--- src/rtl/flappy_game_ctrl.sv ---
// Flappy-bird game sequencer: walks the pipe X store through start/stop/ack
// handshakes, paces pipe movement from VGA frame ticks and tracks the best score.
module flappy_game_ctrl #(
    parameter int SPEED_BASE  = 4,
    parameter int HOLD_FRAMES = 60
) (
    input  logic       clk,
    input  logic       reset,
    input  logic       btn_start,
    input  logic       collision,
    input  logic       frame_tick,
    input  logic [3:0] Score,
    input  logic       Q_Initial,
    input  logic       Q_Count,
    input  logic       Q_Stop,
    output logic       Start,
    output logic       Stop,
    output logic       Ack,
    output logic       move_en,
    output logic [1:0] speed_lvl,
    output logic [3:0] high_score,
    output logic       game_over,
    output logic [4:0] ctrl_state
);

    localparam logic [2:0] S_IDLE    = 3'd0;
    localparam logic [2:0] S_LAUNCH  = 3'd1;
    localparam logic [2:0] S_RUN     = 3'd2;
    localparam logic [2:0] S_STOPREQ = 3'd3;
    localparam logic [2:0] S_DEAD    = 3'd4;
    localparam logic [2:0] S_ACK     = 3'd5;

    localparam logic [3:0] BASE_PERIOD = 4'(SPEED_BASE);
    localparam logic [7:0] HOLD_LIMIT  = 8'(HOLD_FRAMES);

    logic [2:0] state;
    logic [2:0] state_nx;
    logic [3:0] frame_cnt;
    logic [3:0] period;
    logic [3:0] last_idx;
    logic [7:0] hold_cnt;
    logic       move_tick;
    logic       hold_done;

    assign speed_lvl = Score[3:2];

    always_comb begin
        if (BASE_PERIOD > {2'b00, speed_lvl}) begin
            period = BASE_PERIOD - {2'b00, speed_lvl};
        end else begin
            period = 4'd1;
        end
    end

    // Using >= lets a mid-run speed-up (shorter period) fire on the next tick
    // instead of letting the counter wander past the new end point.
    assign last_idx  = period - 4'd1;
    assign move_tick = (state == S_RUN) && frame_tick && (frame_cnt >= last_idx);
    assign move_en   = move_tick && !collision;
    assign hold_done = (hold_cnt >= HOLD_LIMIT);

    always_comb begin
        state_nx = S_IDLE;
        case (state)
            S_IDLE:    state_nx = btn_start ? S_LAUNCH : S_IDLE;
            S_LAUNCH:  state_nx = Q_Count ? S_RUN : S_LAUNCH;
            S_RUN:     state_nx = collision ? S_STOPREQ : S_RUN;
            S_STOPREQ: state_nx = Q_Stop ? S_DEAD : S_STOPREQ;
            S_DEAD:    state_nx = (btn_start && hold_done) ? S_ACK : S_DEAD;
            S_ACK:     state_nx = Q_Initial ? S_IDLE : S_ACK;
            default:   state_nx = S_IDLE;
        endcase
    end

    always_ff @(posedge clk or negedge reset) begin
        if (!reset) begin
            state <= S_IDLE;
        end else begin
            state <= state_nx;
        end
    end

    // Requests decode straight from the state so a reset drops them at once.
    always_comb begin
        Start      = 1'b0;
        Stop       = 1'b0;
        Ack        = 1'b0;
        game_over  = 1'b0;
        ctrl_state = 5'b00000;
        case (state)
            S_IDLE:    ctrl_state = 5'b00001;
            S_LAUNCH: begin
                Start      = 1'b1;
                ctrl_state = 5'b00010;
            end
            S_RUN:     ctrl_state = 5'b00010;
            S_STOPREQ: begin
                Stop       = 1'b1;
                ctrl_state = 5'b00100;
            end
            S_DEAD: begin
                game_over  = 1'b1;
                ctrl_state = 5'b01000;
            end
            S_ACK: begin
                Ack        = 1'b1;
                ctrl_state = 5'b10000;
            end
            default:   ctrl_state = 5'b00000;
        endcase
    end

    always_ff @(posedge clk or negedge reset) begin
        if (!reset) begin
            frame_cnt <= 4'd0;
        end else if (state != S_RUN) begin
            frame_cnt <= 4'd0;
        end else if (frame_tick) begin
            frame_cnt <= move_tick ? 4'd0 : frame_cnt + 4'd1;
        end
    end

    always_ff @(posedge clk or negedge reset) begin
        if (!reset) begin
            hold_cnt <= 8'd0;
        end else if (state != S_DEAD) begin
            hold_cnt <= 8'd0;
        end else if (frame_tick && !hold_done) begin
            hold_cnt <= hold_cnt + 8'd1;
        end
    end

    always_ff @(posedge clk or negedge reset) begin
        if (!reset) begin
            high_score <= 4'd0;
        end else if ((state == S_STOPREQ) && Q_Stop && (Score > high_score)) begin
            high_score <= Score;
        end
    end

endmodule

--- config.mk ---
export PLATFORM = sky130hd
export DESIGN_NAME = flappy_game_ctrl
export DESIGN_NICKNAME = d
export VERILOG_FILES = /design/src/rtl/flappy_game_ctrl.sv
export SDC_FILE = /design/constraint.sdc
export NUM_CORES = 1
export LEC_CHECK = 0
export CAP_MARGIN = 40
export CELL_PAD_IN_SITES_DETAIL_PLACEMENT = 0
export CELL_PAD_IN_SITES_GLOBAL_PLACEMENT = 1
export CORE_MARGIN = 3
export CORE_UTILIZATION = 39
export DETAILED_ROUTE_END_ITERATION = 8
export GPL_ROUTABILITY_DRIVEN = 1
export MAX_ROUTING_LAYER = met4
export PLACE_DENSITY = 0.84
export SYNTH_ARGS = -nofsm -noshare
export SYNTH_HDL_FRONTEND = slang
export SYNTH_SLANG_ARGS = --single-unit
--- constraint.sdc ---
create_clock -name clk -period 2.6 [get_ports clk]
set_input_delay 0.39 -clock clk [delete_from_list [all_inputs] [get_ports clk]]
set_output_delay 0.39 -clock clk [all_outputs]
set_load 0.01 [all_outputs]
==> results.cfg, run 1 <==
[worst_hold_path]
hp-class = in -> async

[worst_setup_path]
crit_path_top_delay_cell = clkdlybuf4s50_1
cp-start-kind = input pin
cp.required_ns = 2.21
reg2regPathDepth = 7
cp.arrival_ns = 2.07
cp_max_fo = 2
worstSetupStartpoint = Score[2]
crit_path_end = move_en
r2r-start = frame_cnt[0]$_DFFE_PN0P_
worstSetupEndpointType = primary output
r2r_end = frame_cnt[2]$_DFFE_PN0P_
reg2reg_slack_ns = 0.91
crit_chain = clkdlybuf4s50_1 > inv_1 > ha_1 > nand2b_1 > a2111oi_4 > nor4b_1 > dlygate4sd2_1
slowest_delay_ns = 0.48
crit_type = in -> out

[placement]
gp_congestion = 0.7727
dp_cells = 175
io_buffers = 27
place.detailed.hpwl_mm = 1.887

[route]
routed_wl_mm = 2.445
ant_nets = 0
dr.pass1.iters = 4
drt_iter0_drc = 14
vias = 950
vias_per_cell = 5.307
wl_per_cell_um = 13.66
drc = 0

[power]
power_mw = 1.106
power_leakage_nw = 0.6846
ir_drop_v = 0.0005004
power.density_nw_per_um2 = 747.6

[cts]
cts_buffers = 3
cts-root-buf = clkbuf_4
htreeDepth = 1
clock_path_buffers = 2
clock_sinks = 19
hold_buffers = 0
cts_tree = done
cts_setup_buffers = 0
clk_latency_ns = 0.31
cts.clk_slew.worst_paths_ns = 0.12

[sta]
fin_worst_skew_ns = 0.01845
fin_crit_sh_pct = 94.73
period_needed_ns = 2.463
fmax_ghz = 0.4060
slew_viol_final = 0
setup_viol = 0
hold_viol_final = 0
rsz0062_at_grt = no
tightest_slew_ns = 0.4016
slew-limit-headroom_pct = 73.11

[grt]
grt_usage_pct = 16.34
grt_overflow = 0
grt_first_pass_wirelength_mm = 4.360
grt_max_degree = 20
grt_pass1_vias = 991
antenna_found_initial = 0

[final_layout]
area.growth.synth_to_final_pct = 31.04
final_common_cell = clkdlybuf4s50_1
fin_cells = 179
drive_above_1_share_pct = 8.725
layout_common_cells = clkdlybuf4s50_1, dfrtp_1, inv_1
fin_nets = 171
diodes = 0

[floorplanning]
die_area_sq_um = 3575
die_h_um = 59.80
die_x_um = 59.80
core_area_sq_um = 2613
rows = 18
ios = 28
start_util_pct = 43.20

[yosys]
synth_top_family_by_area = simple AND/OR/NAND/NOR gates
yosysTopAreaCellShare_pct = 42.13
ys_warn_count = 0
synth-simple-area-share_pct = 22.51
ys.flop_type = dfrtp_1
ys_seq_area_share_pct = 42.13
synth.distinct_cells = 32
synth-compound-area-share_pct = 11.97
ys_seq_elements = 19
syn_area_sq_um = 1129
yosys.area_share.adder_pct = 9.978
synthMuxAreaShare_pct = 3.880
synth_top_area_cell = dfrtp_1
netlist_instances = 117
synth_nets = 138
syn_avg_cell_area_sq_um = 9.646
async_flop_share_pct = 100.0
synth_edf_count = 0
synth_xor_area_share_pct = 2.328
synth_area_leaders = dfrtp_1, ha_1, inv_1

[job]
cap_violations = 0

[status]
outcome = completed
layer usage:
layer,GRT usage (%),wire length (um)
met5,-,0
met2,27.47,1207
met1,19.19,1072
met4,4.114,15
met3,4.536,149
final cells by class:
| class | instances | area (sq um) |
|---|---|---|
| Clock buffer | 3 | 22.52 |
| Clock inverter | 1 | 5.005 |
| Fill cell | 245 | 1134 |
| Inverter | 14 | 52.55 |
| Multi-Input combinational cell | 79 | 571.8 |
| Sequential cell | 19 | 475.5 |
| Tap cell | 30 | 37.54 |
| Timing Repair Buffer | 33 | 314.1 |
flip-flops by register name, summed over array words and instances, names as in the netlist:
register and flops:
hold_cnt 8, frame_cnt 4, state 3, high_score 4
how the worst min path moves through the flow:
stage | start | endpoint | slack, ns | depth (start not counted)
global placement | high_score[1]$_DFFE_PN0P_ | high_score[1]$_DFFE_PN0P_ | 0.50 | 1
finish | reset | high_score[0]$_DFFE_PN0P_ | 0.40 | 2
floorplan | reset | frame_cnt[0]$_DFFE_PN0P_ | 0.09 | 0
detailed placement | high_score[1]$_DFFE_PN0P_ | high_score[1]$_DFFE_PN0P_ | 0.52 | 1
global route | reset | high_score[0]$_DFFE_PN0P_ | 0.42 | 2
CTS | reset | high_score[0]$_DFFE_PN0P_ | 0.41 | 2
report_power, final:
| part | switching [mW] | total, mW | internal, mW |
|---|---|---|---|
| logic | 0.256 | 0.543 | 0.287 |
| registers | 0.0625 | 0.410 | 0.347 |
| clock network | 0.0952 | 0.153 | 0.0573 |
| total | 0.414 | 1.11 | 0.692 |
per-stage QoR:
step / instance area (sq um) / worst slack [ns] / util, % / hold slack (ns) / TNS, ns
after floorplan: 1129 / 0.8223 / - / 0.09441 / 0
after global placement: 1453 / -0.08654 / 55.60 / 0.5035 / -0.08654
after detailed placement: 1453 / -0.1157 / 55.60 / 0.5212 / -0.1157
after CTS: 1479 / 0.07516 / 56.61 / 0.4148 / 0
after global routing: 1479 / 0.03149 / 56.61 / 0.4218 / 0
final: 1479 / 0.1371 / 56.61 / 0.4028 / 0
Yosys cell counts, types with 2 or more instances:
library cell  number
xor2_1             2
nor2_1            11
mux2_1             3
a211oi_1           2
and3_1             3
o211ai_1           2
nor2b_1            2
nand2_1            6
ha_1               9
nand2b_1           5
nor3_1             2
dfrtp_1           19
o21ai_0            2
a21oi_1            5
nand4_1            2
nand3_1            9
buf_4              2
buf_2              2
nor3b_1            2
nand4b_1           2
inv_1             14
what timing repair did:
| action | in CTS | in global routing |
|---|---|---|
| pin swaps | 0 | 1 |
| resized for setup | 1 | 0 |
| setup endpoints to repair | 1 | 1 |
critical path, delay by kind of cell:
family / cells / cell delay (ns)
buffers and inverters: 3 / 0.83
AO/OA/AOI/OAI: 1 / 0.31
adder cells (fa/ha/maj): 1 / 0.28
AND/OR/NAND/NOR: 2 / 0.26
cell families (layout without fill, tap and decap cells):
| family | Yosys count | count (layout) |
|---|---|---|
| and+or+nand+nor | 47 | 47 |
| DFF | 19 | 19 |
| buffers and inverters | 19 | 51 |
| AOI/OAI and AO/OA | 16 | 16 |
| adders and majority gates | 9 | 9 |
| muxes | 4 | 4 |
| xor gates and xnor gates | 3 | 3 |
Power figures use the tool's default switching activity.
==> inputs of run 2 (changes only) <==
--- a/config.mk
+++ b/config.mk
@@ -9,11 +9,12 @@
 export CELL_PAD_IN_SITES_DETAIL_PLACEMENT = 0
 export CELL_PAD_IN_SITES_GLOBAL_PLACEMENT = 1
 export CORE_MARGIN = 3
-export CORE_UTILIZATION = 39
+export CORE_UTILIZATION = 36
 export DETAILED_ROUTE_END_ITERATION = 8
 export GPL_ROUTABILITY_DRIVEN = 1
 export MAX_ROUTING_LAYER = met4
-export PLACE_DENSITY = 0.84
+export PLACE_DENSITY = 0.79
+export SKIP_CTS_REPAIR_TIMING = 1
 export SYNTH_ARGS = -nofsm -noshare
 export SYNTH_HDL_FRONTEND = slang
 export SYNTH_SLANG_ARGS = --single-unit
==> constraint.sdc (replaced) <==
create_clock -name clk -period 2.7 [get_ports clk]
set_input_delay 0.405 -clock clk [delete_from_list [all_inputs] [get_ports clk]]
set_output_delay 0.405 -clock clk [all_outputs]
set_load 0.01 [all_outputs]
==> run 2 against run 1 <==
Critical endpoint unchanged; first-iteration DRC count grew to 2.9 times the previous value; via count fell by 3.4%; critical path depth did not move; largest cell class unchanged.
==> results.cfg, run 2 (synthesis results as in run 1) <==
[floorplanning]
ios = 28
start_util_pct = 39.23
die_area_sq_um = 3843
die_x_um = 61.99
core_area_sq_um = 2877
rows = 19
die_h_um = 61.99

[power]
power_leakage_nw = 0.7007
seq_power_share_pct = 38.7
power_mw = 1.058
p_int_mw = 0.6592
p_sw_mw = 0.3993
p_comb_share_pct = 47.6
swShare_pct = 37.72
ir_drop_v = 0.0003958
power.density_nw_per_um2 = 703.2
pwr-share-clk_pct = 13.7

[final_layout]
fin_nets = 171
top_register = hold_cnt
fin_cells = 191
fillers = 266
layout_common_cells = clkdlybuf4s50_1, dfrtp_1, inv_1
final_area_sq_um = 1505
final_common_cell = clkdlybuf4s50_1
diodes = 0
multi_input_area_sq_um = 571.8
drive_above_1_share_pct = 8.725
largestRegisters = hold_cnt x8, frame_cnt x4, high_score x4
largest_register_ff_count = 8
area.growth.synth_to_final_pct = 33.37
fin_util_pct = 52.33
final-seq-area_sq_um = 475.5

[placement]
io_buffers = 27
dp_cells = 187
dpl_worst_slack_ns = -0.07071
gp_congestion = 0.7999
placed_area_sq_um = 1475
place.detailed.hpwl_mm = 1.913

[sta]
setup_slack_ns = 0.2500
slew_viol_final = 0
rsz0062_at_grt = no
hold_viol_final = 0
slew-limit-headroom_pct = 75.99
setup_viol = 0
fmax_ghz = 0.4082
fin_crit_sh_pct = 90.74
period_needed_ns = 2.450
tightest_slew_ns = 0.3585
fin_worst_skew_ns = 0.003056

[grt]
grtUsageMet3_pct = 2.273
grt_first_pass_wirelength_mm = 4.064
grtUsageMet1_pct = 18.46
globalRoute.busiestLayer = met2
grt_usage_pct = 14.67
grt_overflow = 0
grt_use_met2_pct = 23.37
grt_max_degree = 19
grt_pass1_vias = 920
antenna_found_initial = 0

[route]
wl_per_cell_um = 12.77
drc = 0
vias = 918
routed_wl_mm = 2.439
vias_per_cell = 4.806
dr.pass1.iters = 4
ant_nets = 0
drt_iter0_drc = 40

[worst_setup_path]
reg2regPathDepth = 7
cp.required_ns = 2.30
worstSetupEndpointType = primary output
cp-start-kind = input pin
cp_max_fo = 2
cp.arrival_ns = 2.04
crit_type = in -> out

[job]
cap_violations = 0

[status]
outcome = completed

[cts]
cts_tree = done
htreeDepth = 1
clk_latency_ns = 0.29
cts_buffers = 3
cts.clk_slew.worst_paths_ns = 0.11
cts-root-buf = clkbuf_4
clock_path_buffers = 2
clock_sinks = 19

[worst_hold_path]
hp-class = in -> async
-- run 2: cell count changes in the layout (fill, tap and decap cells not counted) --
| cell | change |
|---|---|
| dlymetal6s2s_1 | +1 |
| buf_8 | +1 |
| dlygate4sd2_1 | -1 |
| buf_4 | -1 |
-- run 2: through the flow --
step	setup TNS, ns	hold slack (ns)
floorplan	0	0.1094
global placement	-0.01498	0.5048
detailed placement	-0.07071	0.5135
CTS	-0.08245	0.2512
global route	0	0.2400
finish	0	0.2682
-- run 2: metal layers --
metal  vias up  share of wire, %
met5         -                 0
met3         2               5.5
met2        17                48
met1       434                46
met4         0              0.78
li1        465                 -
-- run 2: path summary, 6_finish.rpt --
check / slack, ns / from / to
worst min-delay path: 0.27 / reset / high_score[1]$_DFFE_PN0P_
max in group asynchronous: 2.09 / reset / hold_cnt[0]$_DFFE_PN0P_
worst min register to register: 0.53 / high_score[0]$_DFFE_PN0P_ / high_score[0]$_DFFE_PN0P_
min in group clk: 0.53 / high_score[0]$_DFFE_PN0P_ / high_score[0]$_DFFE_PN0P_
worst max register to register: 0.93 / frame_cnt[0]$_DFFE_PN0P_ / frame_cnt[2]$_DFFE_PN0P_
worst max-delay path: 0.25 / Score[2] / move_en
-- run 2: cell type report --
class / count / area share (%)
tap: 42 / 3.491
timing repair buffer: 33 / 21.61
multi-input combinational: 79 / 37.99
sequential: 19 / 31.59
clock inverter: 1 / 0.3325
inverter: 14 / 3.491
clock buffer: 3 / 1.496
-- run 2: power by group through the flow --
stage / clock (mW) / combinational, mW / sequential [mW]
after floorplan: 0 / 0.290 / 0.386
after global routing: 0.169 / 0.559 / 0.419
after CTS: 0.155 / 0.515 / 0.407
after detailed placement: 0 / 0.513 / 0.411
after global placement: 0 / 0.500 / 0.411
final: 0.145 / 0.504 / 0.409
-- run 2: critical path, cell delays in order --
cell and delay, ns:
clkdlybuf4s50_1 0.48, inv_1 0.06, ha_1 0.29, nand2b_1 0.18, a2111oi_4 0.37, nor4b_1 0.09, dlymetal6s2s_1 0.18
